===== src/rtl/cs_pkg.sv =====
// Shared types and width helpers for the cs_window filter.
package cs_pkg;

    // Which side of the window mean the approximate value is taken from.
    typedef enum logic {
        CS_MODE_FLOOR = 1'b0,   // largest sample not above the mean
        CS_MODE_CEIL  = 1'b1    // smallest sample not below the mean
    } cs_mode_e;

    // Running-sum width: holds DEPTH full-scale samples.
    function automatic int unsigned cs_sw(input int unsigned dw, input int unsigned depth);
        return dw + $clog2(depth);
    endfunction

    // Output width after the SHIFT right-shift of (sum + DEPTH*Xappr).
    function automatic int unsigned cs_ow(input int unsigned dw, input int unsigned depth,
                                          input int unsigned shift);
        return dw + $clog2(2 * depth) - shift;
    endfunction

endpackage


===== src/rtl/cs_approx_select.sv =====
// Picks the approximate value from a full window without dividing by DEPTH.
// A sample qualifies when Xi*DEPTH <= sum (floor) or Xi*DEPTH >= sum (ceil);
// a balanced reduction tree keeps the best qualifying candidate per node.
// Ports:
//   win     - DEPTH packed samples, entry k at [k*DW +: DW]
//   sum     - sum of all window entries
//   mode    - floor/ceil selection
//   xappr_c - selected sample (0 if nothing qualifies; cannot happen on a full window)
module cs_approx_select
    import cs_pkg::*;
#(
    parameter  int unsigned DW    = 8,
    parameter  int unsigned DEPTH = 9,
    localparam int unsigned SW    = cs_sw(DW, DEPTH)
) (
    input  logic [DEPTH*DW-1:0] win,
    input  logic [SW-1:0]       sum,
    input  cs_mode_e            mode,
    output logic [DW-1:0]       xappr_c
);

    localparam int unsigned LV = $clog2(DEPTH);
    localparam int unsigned NL = 1 << LV;
    localparam logic [SW-1:0] DEPTH_W = SW'(DEPTH);

    // Heap-ordered tree: node n has children 2n and 2n+1, leaves at NL..2NL-1.
    logic [DW-1:0] cand [2*NL];
    logic          fnd  [2*NL];
    logic [SW-1:0] prod;
    logic          lf;
    logic          rf;
    logic          better;
    logic          take_l;

    // Leaf qualification followed by pairwise reduction toward the root.
    always_comb begin
        prod   = '0;
        lf     = 1'b0;
        rf     = 1'b0;
        better = 1'b0;
        take_l = 1'b0;
        for (int i = 0; i < 2 * NL; i++) begin
            cand[i] = '0;
            fnd[i]  = 1'b0;
        end

        for (int k = 0; k < DEPTH; k++) begin
            cand[NL+k] = win[k*DW +: DW];
            prod       = SW'(win[k*DW +: DW]) * DEPTH_W;
            // Equality satisfies both modes.
            fnd[NL+k]  = (mode == CS_MODE_FLOOR) ? (prod <= sum) : (prod >= sum);
        end

        for (int n = NL - 1; n >= 1; n--) begin
            lf      = fnd[2*n];
            rf      = fnd[2*n+1];
            better  = (mode == CS_MODE_FLOOR) ? (cand[2*n] >= cand[2*n+1])
                                              : (cand[2*n] <= cand[2*n+1]);
            take_l  = lf && (!rf || better);
            fnd[n]  = lf || rf;
            cand[n] = take_l ? cand[2*n] : cand[2*n+1];
        end

        xappr_c = fnd[1] ? cand[1] : '0;
    end

endmodule


===== src/rtl/cs_window.sv =====
// Sliding-window CS filter: keeps the last DEPTH accepted samples and a running
// sum, then produces Y = (sum + DEPTH*Xappr) >> SHIFT two edges after acceptance.
// Ports:
//   clk       - rising-edge clock
//   reset     - asynchronous active-low reset
//   in_valid  - X carries a sample this cycle
//   X         - unsigned sample
//   mode      - 0: floor approximation, 1: ceil approximation (captured with X)
//   flush     - synchronous window clear, wins over in_valid
//   Y         - filter result, holds while out_valid is low
//   out_valid - one-cycle pulse per new Y
//   full      - window holds DEPTH samples
module cs_window
    import cs_pkg::*;
#(
    parameter  int unsigned DW    = 8,
    parameter  int unsigned DEPTH = 9,
    parameter  int unsigned SHIFT = 3,
    localparam int unsigned OW    = cs_ow(DW, DEPTH, SHIFT)
) (
    input  logic          clk,
    input  logic          reset,
    input  logic          in_valid,
    input  logic [DW-1:0] X,
    input  logic          mode,
    input  logic          flush,
    output logic [OW-1:0] Y,
    output logic          out_valid,
    output logic          full
);

    localparam int unsigned SW = cs_sw(DW, DEPTH);
    localparam int unsigned PW = $clog2(DEPTH);
    localparam int unsigned CW = $clog2(DEPTH + 1);
    localparam int unsigned TW = DW + $clog2(2 * DEPTH);
    localparam logic [PW-1:0] PTR_LAST = PW'(DEPTH - 1);
    localparam logic [CW-1:0] FILL_MAX = CW'(DEPTH);
    localparam logic [TW-1:0] DEPTH_T  = TW'(DEPTH);

    logic [DW-1:0]       buf_q [DEPTH];
    logic [PW-1:0]       wr_ptr_q;
    logic [CW-1:0]       fill_q;
    logic [SW-1:0]       sum_q;
    cs_mode_e            mode_q;
    logic                s1_valid_q;

    logic                accept_c;
    logic [DW-1:0]       oldest_c;
    logic [SW-1:0]       sum_nxt_c;
    logic [CW-1:0]       fill_nxt_c;
    logic [DEPTH*DW-1:0] win_c;
    logic [DW-1:0]       xappr_c;
    logic [TW-1:0]       total_c;
    logic [OW-1:0]       y_c;

    assign accept_c = in_valid & ~flush;
    // Once full, the write pointer addresses the oldest entry.
    assign oldest_c = buf_q[wr_ptr_q];

    // Incremental sum/fill update for an accepted sample.
    always_comb begin
        sum_nxt_c  = sum_q + SW'(X);
        fill_nxt_c = fill_q;
        if (fill_q == FILL_MAX) begin
            sum_nxt_c = sum_q + SW'(X) - SW'(oldest_c);
        end else begin
            fill_nxt_c = fill_q + CW'(1);
        end
    end

    // Sample storage; contents are only consulted once fully rewritten.
    always_ff @(posedge clk) begin
        if (accept_c) begin
            buf_q[wr_ptr_q] <= X;
        end
    end

    // Stage 1: pointer, fill, running sum, mode capture.
    always_ff @(posedge clk or negedge reset) begin
        if (!reset) begin
            wr_ptr_q   <= '0;
            fill_q     <= '0;
            sum_q      <= '0;
            mode_q     <= CS_MODE_FLOOR;
            s1_valid_q <= 1'b0;
            full       <= 1'b0;
        end else if (flush) begin
            wr_ptr_q   <= '0;
            fill_q     <= '0;
            sum_q      <= '0;
            s1_valid_q <= 1'b0;
            full       <= 1'b0;
        end else if (accept_c) begin
            wr_ptr_q   <= (wr_ptr_q == PTR_LAST) ? '0 : wr_ptr_q + PW'(1);
            fill_q     <= fill_nxt_c;
            sum_q      <= sum_nxt_c;
            mode_q     <= cs_mode_e'(mode);
            s1_valid_q <= (fill_nxt_c == FILL_MAX);
            full       <= (fill_nxt_c == FILL_MAX);
        end else begin
            s1_valid_q <= 1'b0;
        end
    end

    // Present the buffer to the selector as one packed vector.
    for (genvar k = 0; k < DEPTH; k++) begin : g_pack
        assign win_c[k*DW +: DW] = buf_q[k];
    end

    cs_approx_select #(
        .DW    (DW),
        .DEPTH (DEPTH)
    ) u_approx_select (
        .win     (win_c),
        .sum     (sum_q),
        .mode    (mode_q),
        .xappr_c (xappr_c)
    );

    // TW bits hold DEPTH*(2^DW-1) twice over, so the shift never saturates.
    assign total_c = TW'(sum_q) + TW'(xappr_c) * DEPTH_T;
    assign y_c     = OW'(total_c >> SHIFT);

    // Stage 2: result register; a flush drops the pending result.
    always_ff @(posedge clk or negedge reset) begin
        if (!reset) begin
            Y         <= '0;
            out_valid <= 1'b0;
        end else begin
            out_valid <= s1_valid_q & ~flush;
            if (s1_valid_q && !flush) begin
                Y <= y_c;
            end
        end
    end

endmodule


===== config.mk =====
export PLATFORM = sky130hd
export DESIGN_NAME = cs_window
export DESIGN_NICKNAME = d
export VERILOG_FILES = /design/src/rtl/cs_pkg.sv /design/src/rtl/cs_approx_select.sv /design/src/rtl/cs_window.sv
export SDC_FILE = /design/constraint.sdc
export NUM_CORES = 1
export LEC_CHECK = 0
export ABC_AREA = 0
export BUFFER_PORTS_ARGS = -buffer_cell sky130_fd_sc_hd__buf_2
export CELL_PAD_IN_SITES_DETAIL_PLACEMENT = 2
export CELL_PAD_IN_SITES_GLOBAL_PLACEMENT = 2
export CORE_MARGIN = 5
export CORE_UTILIZATION = 40
export CTS_BUF_LIST = sky130_fd_sc_hd__clkbuf_2 sky130_fd_sc_hd__clkbuf_4 sky130_fd_sc_hd__clkbuf_8
export CTS_CLUSTER_DIAMETER = 200
export CTS_CLUSTER_SIZE = 12
export DETAILED_ROUTE_END_ITERATION = 10
export PLACE_DENSITY_LB_ADDON = 0.1
export SYNTH_ARGS = -nofsm -noshare
export SYNTH_HDL_FRONTEND = slang
export SYNTH_SLANG_ARGS = --single-unit

===== constraint.sdc =====
create_clock -name clk -period 11.5 [get_ports clk]
set_clock_uncertainty 0.2 [all_clocks]
set_input_delay 2.3 -clock clk [delete_from_list [all_inputs] [get_ports clk]]
set_output_delay 2.3 -clock clk [all_outputs]
set_load 0.005 [all_outputs]

## Word-level counts from Yosys, hierarchy flattened

Memories as Yosys holds them, arrays and structs flattened.
Index checks and enable logic that the tools add are counted.

- Logic and storage cells: 142
- Memories kept: 1
- Input port bits: 13
- Memory bits (writable): 72
- Output and inout bits: 12
- Flip-flop bits (word level): 34

- Reductions and logical operators: 36
- $lt $le $gt $ge: 34
- Eq/ne operators: 3
- Multipliers: 10
- Multiplexer cells: 42
- Add/subtract/negate cells: 5
- Bitwise operators: 3

Memory list:

| name | words | width | rd ports | clocked after Yosys merged registers in | write ports | line | source |
|---|---|---|---|---|---|---|---|
| buf_q | 9 | 8 | 10 | 0 | 1 | cs_window.sv:40 | `logic [DW-1:0] buf_q [DEPTH];` |

Operators with widths:

| cell | count |
|---|---|
| 8-bit by 4-bit multiplier with 12-bit output, second input constant | 10 |
| 12-bit >= comparator | 9 |
| 12-bit less-or-equal comparator | 9 |
| 8-bit two-way mux | 10 |
| 8-bit >= comparator | 8 |
| 8-bit less-or-equal comparator | 8 |
| 12-bit two-way mux | 3 |
| 4-bit two-way mux | 6 |
| 1-bit two-way mux | 23 |
| 1-bit logical OR | 16 |
| 12-bit by 12-bit adder with 13-bit output | 1 |
| 12-bit by 8-bit adder with 12-bit output | 1 |
| 4-bit equality test, second input constant | 3 |
| 12-bit by 8-bit subtractor with 12-bit output | 1 |
| 1-bit logical AND | 9 |
| 1-bit zero test | 9 |
| 4-bit by 1-bit adder with 4-bit output, second input constant | 2 |
| 1-bit bitwise AND | 2 |
| 2-bit AND reduction | 1 |
| 2-bit nonzero test | 1 |
| 1-bit inverter | 1 |

## Logic depth before layout (Yosys ltp)

Gate-level depths: netlist of run 1.
An unclocked memory read counts as a cell.

- Depth after elaboration: 26
- Depth in mapped cells: 65
- Depth with buffers taken out: 61

## Modules after synthesis

From an unflattened synthesis of run 1, not the netlist that was laid out.

- Cells, all modules: 1573
- Area total of the unflattened synthesis: 15952.8 µm²

By module, submodules not included:

| module | area an instance (µm²) | instances | cells each |
|---|---|---|---|
| cs_window | 8041.5 | 1 | 568 |
| cs_approx_select | 7911.3 | 1 | 1005 |

## Worst setup path after synthesis of run 1

OpenSTA, ideal clock, no wires.

- Path type: flip-flop to flip-flop
- Start point: mem buf_q[4][1]
- End point: reg Y[8]
- Data required time: 11.231 ns
- Clock period less this slack: 11.892 ns
- Path slack: -0.392 ns
- Path buffers: 4
- Library setup time: 0.069 ns
- Stages on the path, launching flop included: 61
- Arrival time: 11.623 ns
- Cell sequence: edfxtp_1 > ha_1 > ha_1 > inv_1 > fa_1 > inv_1 > a21oi_1 > o21ai_0 > a21o_1 > nand2_1 > xnor2_1 > ha_1 > and4_1 > nand4_1 > a21oi_1 > a2111o_1 > mux2i_1 > a31o_2 > [... 25 more ...] > o21a_1 > o21a_1 > o21bai_1 > nand3_1 > nor3b_1 > a32oi_2 > clkbuf_1 > nand2_1 > o21ai_0 > ha_1 > ha_1 > ha_1 > a21o_1 > o21ai_0 > a41oi_4 > a31oi_4 > or4_1 > nand3_1

RTL lines:

| element | line | source |
|---|---|---|
| from (decl) | cs_window.sv:40 |  |
| to (signal assigned) | cs_window.sv:132 | `Y <= y_c;` |
| to (decl) | cs_window.sv:27 | `output logic [OW-1:0] Y,` |

==> impl_metrics.env, run 1 <==
export IMPL_outcome="finished, violations left"
export IMPL_violations="setup timing"
export IMPL_grt_start_max_net_pins=35
export IMPL_min_path_type="reg -> reg"
export IMPL_whs_ns=0.289
export IMPL_r2r_start="buf_q[1][1]$_DFFE_PP_"
export IMPL_drv_slew=0
export IMPL_synth_most_common_cell="ha_1"
export IMPL_leakage_nw=8.83
export IMPL_syn_num_nets=1848
export IMPL_fp_dieH_um=207
export IMPL_drt_initial_drc_count=950
export IMPL_setup_ws_ns=-1.26
export IMPL_multi_input_area_um2=10800
export IMPL_cts_tree="done"
export IMPL_cp_top_family="compound AO/OA/AOI/OAI gates"
export IMPL_drive_above_1_share_pct=27.9
export IMPL_holdPathStages=2
export IMPL_cts_root_buf="clkbuf_8"
export IMPL_synth_yosys_seq_area_share_pct=30.4
export IMPL_clkSinkCount=162
export IMPL_coreArea_um2=38500
export IMPL_finalCritPeriodShare_pct=111
export IMPL_cts_htree_levels=4
export IMPL_design_die_area_um2=42700
export IMPL_cpMostUsedCell="ha_1"
export IMPL_synth_common_cells="ha_1, inv_1, edfxtp_1"
export IMPL_hold_viol=0
export IMPL_num_vias=14014
export IMPL_rsz0062_at_grt="true"
export IMPL_ys_ff_latch=162
export IMPL_fmax_ghz=0.0784
export IMPL_rows=72
export IMPL_route_detailed_drc=0
export IMPL_track_usage_pct=29.4
export IMPL_worstMarginPinSlew_ns=0.910
export IMPL_yosysWarnings=0
export IMPL_max_stage_delay_ns=0.63
export IMPL_place_area_um2=17800
export IMPL_finalCriticalPeriod_ns=12.76
export IMPL_avgViaCountPerCell=6.01
export IMPL_reg2reg_depth=61
export IMPL_numCtsBuffers=17
export IMPL_cp_slowest_cell="fa_1"
export IMPL_syn_to_final_growth_pct=25.9
export IMPL_min_delay_start="Y[6]$_DFFE_PN0P_"
export IMPL_synth_cell_type_count=74
export IMPL_clkTransAtPathRegs_ns=0.12
export IMPL_die_w_um=207
export IMPL_finalPower_mw=3.92
export IMPL_io_pins=25
export IMPL_synth_largest_type_area_fraction_pct=24.9
export IMPL_floorplan_initialDensity_pct=40.2
export IMPL_antenna_left=0
export IMPL_place_gp_congestion=0.936
export IMPL_dp_hpwl_um=44800
export IMPL_grt_pass1_wl_um=92800
export IMPL_fillers=3960
export IMPL_max_cap_viol_count=0
export IMPL_reg2reg_to="Y[7]$_DFFE_PN0P_"
export IMPL_syn_inst=1515
export IMPL_critical_path_required_ns=11.70
export IMPL_critPathMaxFanout=7
export IMPL_cts_max_path_buffers=2
export IMPL_ir_drop_v=0.000201
export IMPL_hold_end="Y[6]$_DFFE_PN0P_"
export IMPL_regArea_um2=4700
export IMPL_layout_nets=2132
export IMPL_syn_area_um2=15500
export IMPL_setup_viol=10
export IMPL_crit_type="reg -> reg"
export IMPL_ys_top_cells_by_area="edfxtp_1, ha_1, mux4_2, dfrtp_1, inv_1"
export IMPL_maxSlewHeadroom_pct=38.9
export IMPL_path_buf_inv=12
export IMPL_synth_flop_cell="edfxtp_1"
export IMPL_reg2reg_slack_ns=-1.26
export IMPL_hold_buffers=0
export IMPL_arrival_ns=12.96
export IMPL_io_buffer_count=24
export IMPL_clock_latency_ns=0.52
export IMPL_yosysTopAreaCell="edfxtp_1"
export IMPL_wl_um=67800
export IMPL_crit_path_start_kind="register"
export IMPL_final_area_um2=19500
export IMPL_powerDensity_nw_per_um2=201
export IMPL_ys_async_sr_fraction_pct=21.0
export IMPL_endpoint_kind="register"
export IMPL_syn_mean_instance_area_um2=10.2
export IMPL_overflow=0
export IMPL_grt_pass1_vias=15071
export IMPL_drt_pre_antenna_iters=5
export IMPL_antenna_found_initial=6
export IMPL_wire_per_inst_um=29.1
export IMPL_synth_edf_count=128
[final cells by class]
class | count | area share (%)
antenna | 1 | 0.0129
clock buffer | 19 | 1.31
clock inverter | 13 | 0.829
inverter | 177 | 3.41
multi-input combinational | 1147 | 55.3
sequential | 162 | 24.1
tap | 518 | 3.33
timing repair buffer | 294 | 11.7
[how the worst max path moves through the flow]
stage,startpoint,endpoint,slack [ns],depth (start not counted)
final,buf_q[1][1]$_DFFE_PP_,Y[7]$_DFFE_PN0P_,-1.26,61
after global routing,buf_q[0][1]$_DFFE_PP_,Y[7]$_DFFE_PN0P_,-1.55,60
after CTS,buf_q[6][4]$_DFFE_PP_,Y[7]$_DFFE_PN0P_,-0.07,61
after detailed placement,buf_q[6][4]$_DFFE_PP_,Y[7]$_DFFE_PN0P_,-0.90,60
after global placement,buf_q[4][1]$_DFFE_PP_,Y[9]$_DFFE_PN0P_,-0.28,55
after floorplan,buf_q[6][1]$_DFFE_PP_,Y[8]$_DFFE_PN0P_,0.008,58
[logic make-up after synthesis]
family,count (synthesis),share of synthesized area [%]
simple gates,339,11.2
mux,86,8.83
flops,162,30.4
xor+xnor,70,3.97
fa+ha+maj,320,26.7
buf+inv,206,5.06
compound gates,332,13.9
[placed cells by master, fill, tap and decap left out, types with 8 or more instances in the layout]
master | synthesis | layout
o21ai_0 | 71 | 44
a21oi_1 | 111 | 98
xor2_1 | 13 | 13
a21oi_2 | 0 | 12
ha_4 | 0 | 16
o21bai_1 | 12 | 11
fa_1 | 16 | 14
nand2_1 | 93 | 81
a21o_1 | 43 | 43
buf_4 | 0 | 249
clkbuf_8 | 0 | 18
nand2b_1 | 9 | 9
nor2b_1 | 21 | 18
and2_1 | 20 | 20
o21ai_2 | 1 | 10
o21ai_1 | 1 | 12
xnor2_1 | 57 | 55
inv_1 | 177 | 169
and4_1 | 8 | 8
buf_2 | 3 | 24
o21a_1 | 8 | 8
a211oi_1 | 11 | 10
o211ai_1 | 12 | 12
edfxtp_1 | 128 | 128
nand4_1 | 43 | 43
inv_2 | 0 | 8
dfrtp_1 | 34 | 33
nor3_1 | 18 | 17
nand3_1 | 16 | 13
mux2i_1 | 43 | 33
nor2_1 | 67 | 59
ha_1 | 304 | 283
mux4_2 | 40 | 40
buf_6 | 0 | 14
[sequential cells by signal (all words and copies together) (netlist names)]
name and cells:
buf_q 128, sum_q 12, Y 10, fill_q 4
wr_ptr_q 4, full 1, mode_q 1, out_valid 1
s1_valid_q 1
[per-stage QoR]
stage | std cells | utilization (%) | setup TNS (ns) | setup slack [ns]
floorplan | 1515 | - | 0 | 0.00826
global placement | 2252 | 46.3 | -1.65 | -0.282
detailed placement | 2252 | 46.3 | -7.19 | -0.900
CTS | 2313 | 49.4 | -0.232 | -0.0732
global route | 2330 | 50.6 | -13.59 | -1.55
finish | 2331 | 50.6 | -10.11 | -1.26
[metal layers]
metal | up-vias | GRT usage (%) | part of all wire (%)
li1 | 6169 | - | -
met1 | 7187 | 37.0 | 40
met2 | 459 | 51.9 | 50
met3 | 197 | 3.23 | 4.7
met4 | 2 | 11.3 | 5.0
met5 | - | 0 | 0.019
[tightest hold or removal path, delay by kind of cell, from the launching register on]
kind / cells / cell delay, ns
flip-flops: 1 / 0.36
AND/OR/NAND/NOR: 1 / 0.05
AO/OA/AOI/OAI: 1 / 0.06
[report_power, final]
| part | switching (mW) | internal (mW) | total (mW) |
|---|---|---|---|
| Sequential | 0.0153 | 0.641 | 0.657 |
| Clock | 0.269 | 0.210 | 0.479 |
| Combinational | 1.51 | 1.27 | 2.78 |
| Total | 1.80 | 2.12 | 3.92 |
[timing repair]
action / 4_1_cts / 5_1_grt
pin swaps: 57 / 49
setup buffers: 31 / 17
endpoints found under the setup margin: 10 / 10
resized for setup: 125 / 77
cloned: 1 / 0
(Power assumes the default switching activity.)
==> run 2, diff against run 1 <==
Settings changed: ABC_AREA 0 to 1, CORE_MARGIN 5 to 1.5, CORE_UTILIZATION 40 to 37.
==> run 2 against run 1 <==
Against the previous run:
- critical path type unchanged
- sequential power grew 2%
- area after synthesis grew 2.1%
- non-clock buffer count shrank 216
- combinational power shrank 42%
- core utilization shrank 9.2 points
- via count grew 0.94%
- die area grew 2.9%
- flip-flop and latch count is the same
- wire length shrank 12%
- hold slack gained 0.0029 ns
- design area shrank 10%
- the flow now finishes without violations
- power shrank 31%
==> impl_metrics.env, run 2 <==
export IMPL_floorplan_initialDensity_pct=37.6
export IMPL_io_pins=25
export IMPL_cpMostUsedCell="nand2_1"
export IMPL_endpoint_kind="register"
export IMPL_design_die_area_um2=43900
export IMPL_final_common_cell="nand2_1"
export IMPL_synth_most_common_cell="nand2_1"
export IMPL_ir_drop_v=0.000193
export IMPL_track_usage_pct=27.7
export IMPL_synth_flop_cell="edfxtp_1"
export IMPL_dp_hpwl_um=46300
export IMPL_cp_slowest_cell="edfxtp_1"
export IMPL_finalCriticalPeriod_ns=10.72
export IMPL_antenna_left=0
export IMPL_avgViaCountPerCell=5.50
export IMPL_min_path_type="reg -> reg"
export IMPL_finalPower_mw=2.72
export IMPL_critPathMaxFanout=15
export IMPL_num_vias=14146
export IMPL_syn_mean_instance_area_um2=8.05
export IMPL_worstMarginPinSlew_ns=1.04
export IMPL_cts_max_path_buffers=2
export IMPL_drv_slew=0
export IMPL_synth_simple_gate_area_share_pct=19.3
export IMPL_rows=75
export IMPL_max_cap_viol_count=0
export IMPL_grt_pass1_wl_um=90800
export IMPL_outcome="complete, no violations"
export IMPL_setup_viol=0
export IMPL_syn_to_final_growth_pct=10.4
export IMPL_drive_above_1_share_pct=9.83
export IMPL_synth_common_cells="nand2_1, ha_1, inv_1"
export IMPL_finalCritPeriodShare_pct=93.2
export IMPL_overflow=0
export IMPL_place_gp_congestion=0.899
export IMPL_r2r_start="buf_q[0][4]$_DFFE_PP_"
export IMPL_synth_compound_area_share_pct=13.5
export IMPL_syn_num_nets=2294
export IMPL_setup_ws_ns=0.777
export IMPL_syn_inst=1961
export IMPL_clock_latency_ns=0.50
export IMPL_crit_type="reg -> reg"
export IMPL_synth_edf_count=128
export IMPL_clkTransAtPathRegs_ns=0.11
export IMPL_arrival_ns=10.89
export IMPL_largest_reg_flops=128
export IMPL_maxSlewHeadroom_pct=30.5
export IMPL_synth_largest_type_area_fraction_pct=24.3
export IMPL_yosysTopAreaCell="edfxtp_1"
export IMPL_clkSinkCount=162
export IMPL_io_buffer_count=24
export IMPL_powerDensity_nw_per_um2=156
export IMPL_num_antenna_cells=0
export IMPL_synth_adder_area_share_pct=26.1
export IMPL_numCtsBuffers=17
export IMPL_wl_um=59900
export IMPL_min_delay_start="Y[6]$_DFFE_PN0P_"
export IMPL_fmax_ghz=0.0933
export IMPL_drt_initial_drc_count=684
export IMPL_wire_per_inst_um=23.3
export IMPL_ys_ff_latch=162
export IMPL_antenna_found_initial=2
export IMPL_grt_pass1_vias=15608
export IMPL_die_w_um=210
export IMPL_synth_mux_area_share_pct=0
export IMPL_synth_xor_area_share_pct=3.61
export IMPL_hold_viol=0
export IMPL_cts_htree_levels=4
export IMPL_max_stage_delay_ns=0.50
export IMPL_drt_pre_antenna_iters=5
export IMPL_dp_slack_ns=-0.0673
export IMPL_ys_async_sr_fraction_pct=21.0
export IMPL_syn_area_um2=15800
export IMPL_route_detailed_drc=0
export IMPL_synth_yosys_seq_area_share_pct=29.7
export IMPL_fp_dieH_um=210
export IMPL_grt_start_max_net_pins=45
export IMPL_layout_nets=2355
export IMPL_ys_top_cells_by_area="edfxtp_1, ha_1, nand2_1, inv_1, dfrtp_1"
export IMPL_critical_path_required_ns=11.67
export IMPL_cp_startpoint="buf_q[0][4]$_DFFE_PP_"
export IMPL_synth_cell_type_count=52
export IMPL_yosysWarnings=0
export IMPL_largestRegisters="buf_q x128, sum_q x12, Y x10"
export IMPL_crit_path_start_kind="register"
export IMPL_leakage_nw=8.43
export IMPL_cts_tree="done"
export IMPL_synth_top_family_by_area="adder cells"
export IMPL_mostFrequentLayoutCells="nand2_1, ha_1, inv_1"
export IMPL_top_register="buf_q"
export IMPL_cts_root_buf="clkbuf_8"
export IMPL_coreArea_um2=42000
run 2: cell count changes after synthesis, sizes merged, moves of 43 or more:
cell and delta:
inv +108, o21ai +81, a21oi +53, nand3 +44, nand2 +325, nor2 +94, mux2i -43
run 2: area by class of cell:
cell class                 count  area (um^2)
clock buffer                  21          264
clock inverter                11          130
fill                        4782        24600
inverter                     287         1080
multi-input combinational   1476        10100
sequential                   162         4700
tap                          539          674
timing repair buffer          78          526
run 2: final timing paths:
kind                                           endpoint  cells after the start  slack (ns)
max in group asynchronous       wr_ptr_q[0]$_DFFE_PN0P_                      1        8.73
worst max-delay path                   Y[7]$_DFFE_PN0P_                     68        0.78
worst min register to register         Y[6]$_DFFE_PN0P_                      2        0.29
min in group asynchronous           out_valid$_DFF_PN0_                      1        1.71
worst max register to register         Y[7]$_DFFE_PN0P_                     68        0.78
worst min-delay path                   Y[6]$_DFFE_PN0P_                      2        0.29
run 2: timing repair:
action,in CTS,in global routing
gates cloned,0,2
gates resized for setup,2,71
hold buffers,0,0
pin swaps,0,4
setup buffers,0,32
setup endpoints to repair,2,10
run 2: cell families after synthesis:
group / after synthesis
flip-flops: 162
buffers and inverters: 325
AO/OA/AOI/OAI: 388
AND/OR/NAND/NOR: 701
XOR/XNOR: 65
adder cells (fa/ha/maj): 320
run 2: metrics by stage:
stage	utilization [%]	TNS [ns]	instance area (um^2)	hold WS (ns)	std cells
2_1_floorplan	-	0	15800	0.273	1961
3_5_place_dp	39.5	-0.0736	16600	0.266	2508
6_report	41.5	0	17400	0.292	2574
4_1_cts	40.4	0	17000	0.290	2540
5_1_grt	41.5	-0.161	17400	0.334	2574
3_3_place_gp	39.5	0	16600	0.262	2508
run 2: where the power goes:
part / switching [mW] / leakage [nW] / internal, mW
registers: 0.0210 / 1.61 / 0.650
clock network: 0.241 / 0.191 / 0.204
logic: 1.04 / 6.63 / 0.562
run 2: worst max-delay path: cells and delay by family (launching register included):
| kind | cells | cell delay [ns] |
|---|---|---|
| xor gates and xnor gates | 2 | 0.37 |
| and+or+nand+nor | 33 | 3.34 |
| AOI/OAI and AO/OA | 17 | 2.31 |
| buffers and inverters | 6 | 0.61 |
| DFF | 1 | 0.50 |
| adders and majority gates | 10 | 3.21 |
run 2: metal layers:
metal  track usage (%)  vias to the layer above  wire length (um)
li1                  -                     6732                 -
met1              35.2                     7074             26000
met4              9.30                        0              1840
met5                 0                        -                 0
met3              2.81                      100              2280
met2              49.3                      240             29800
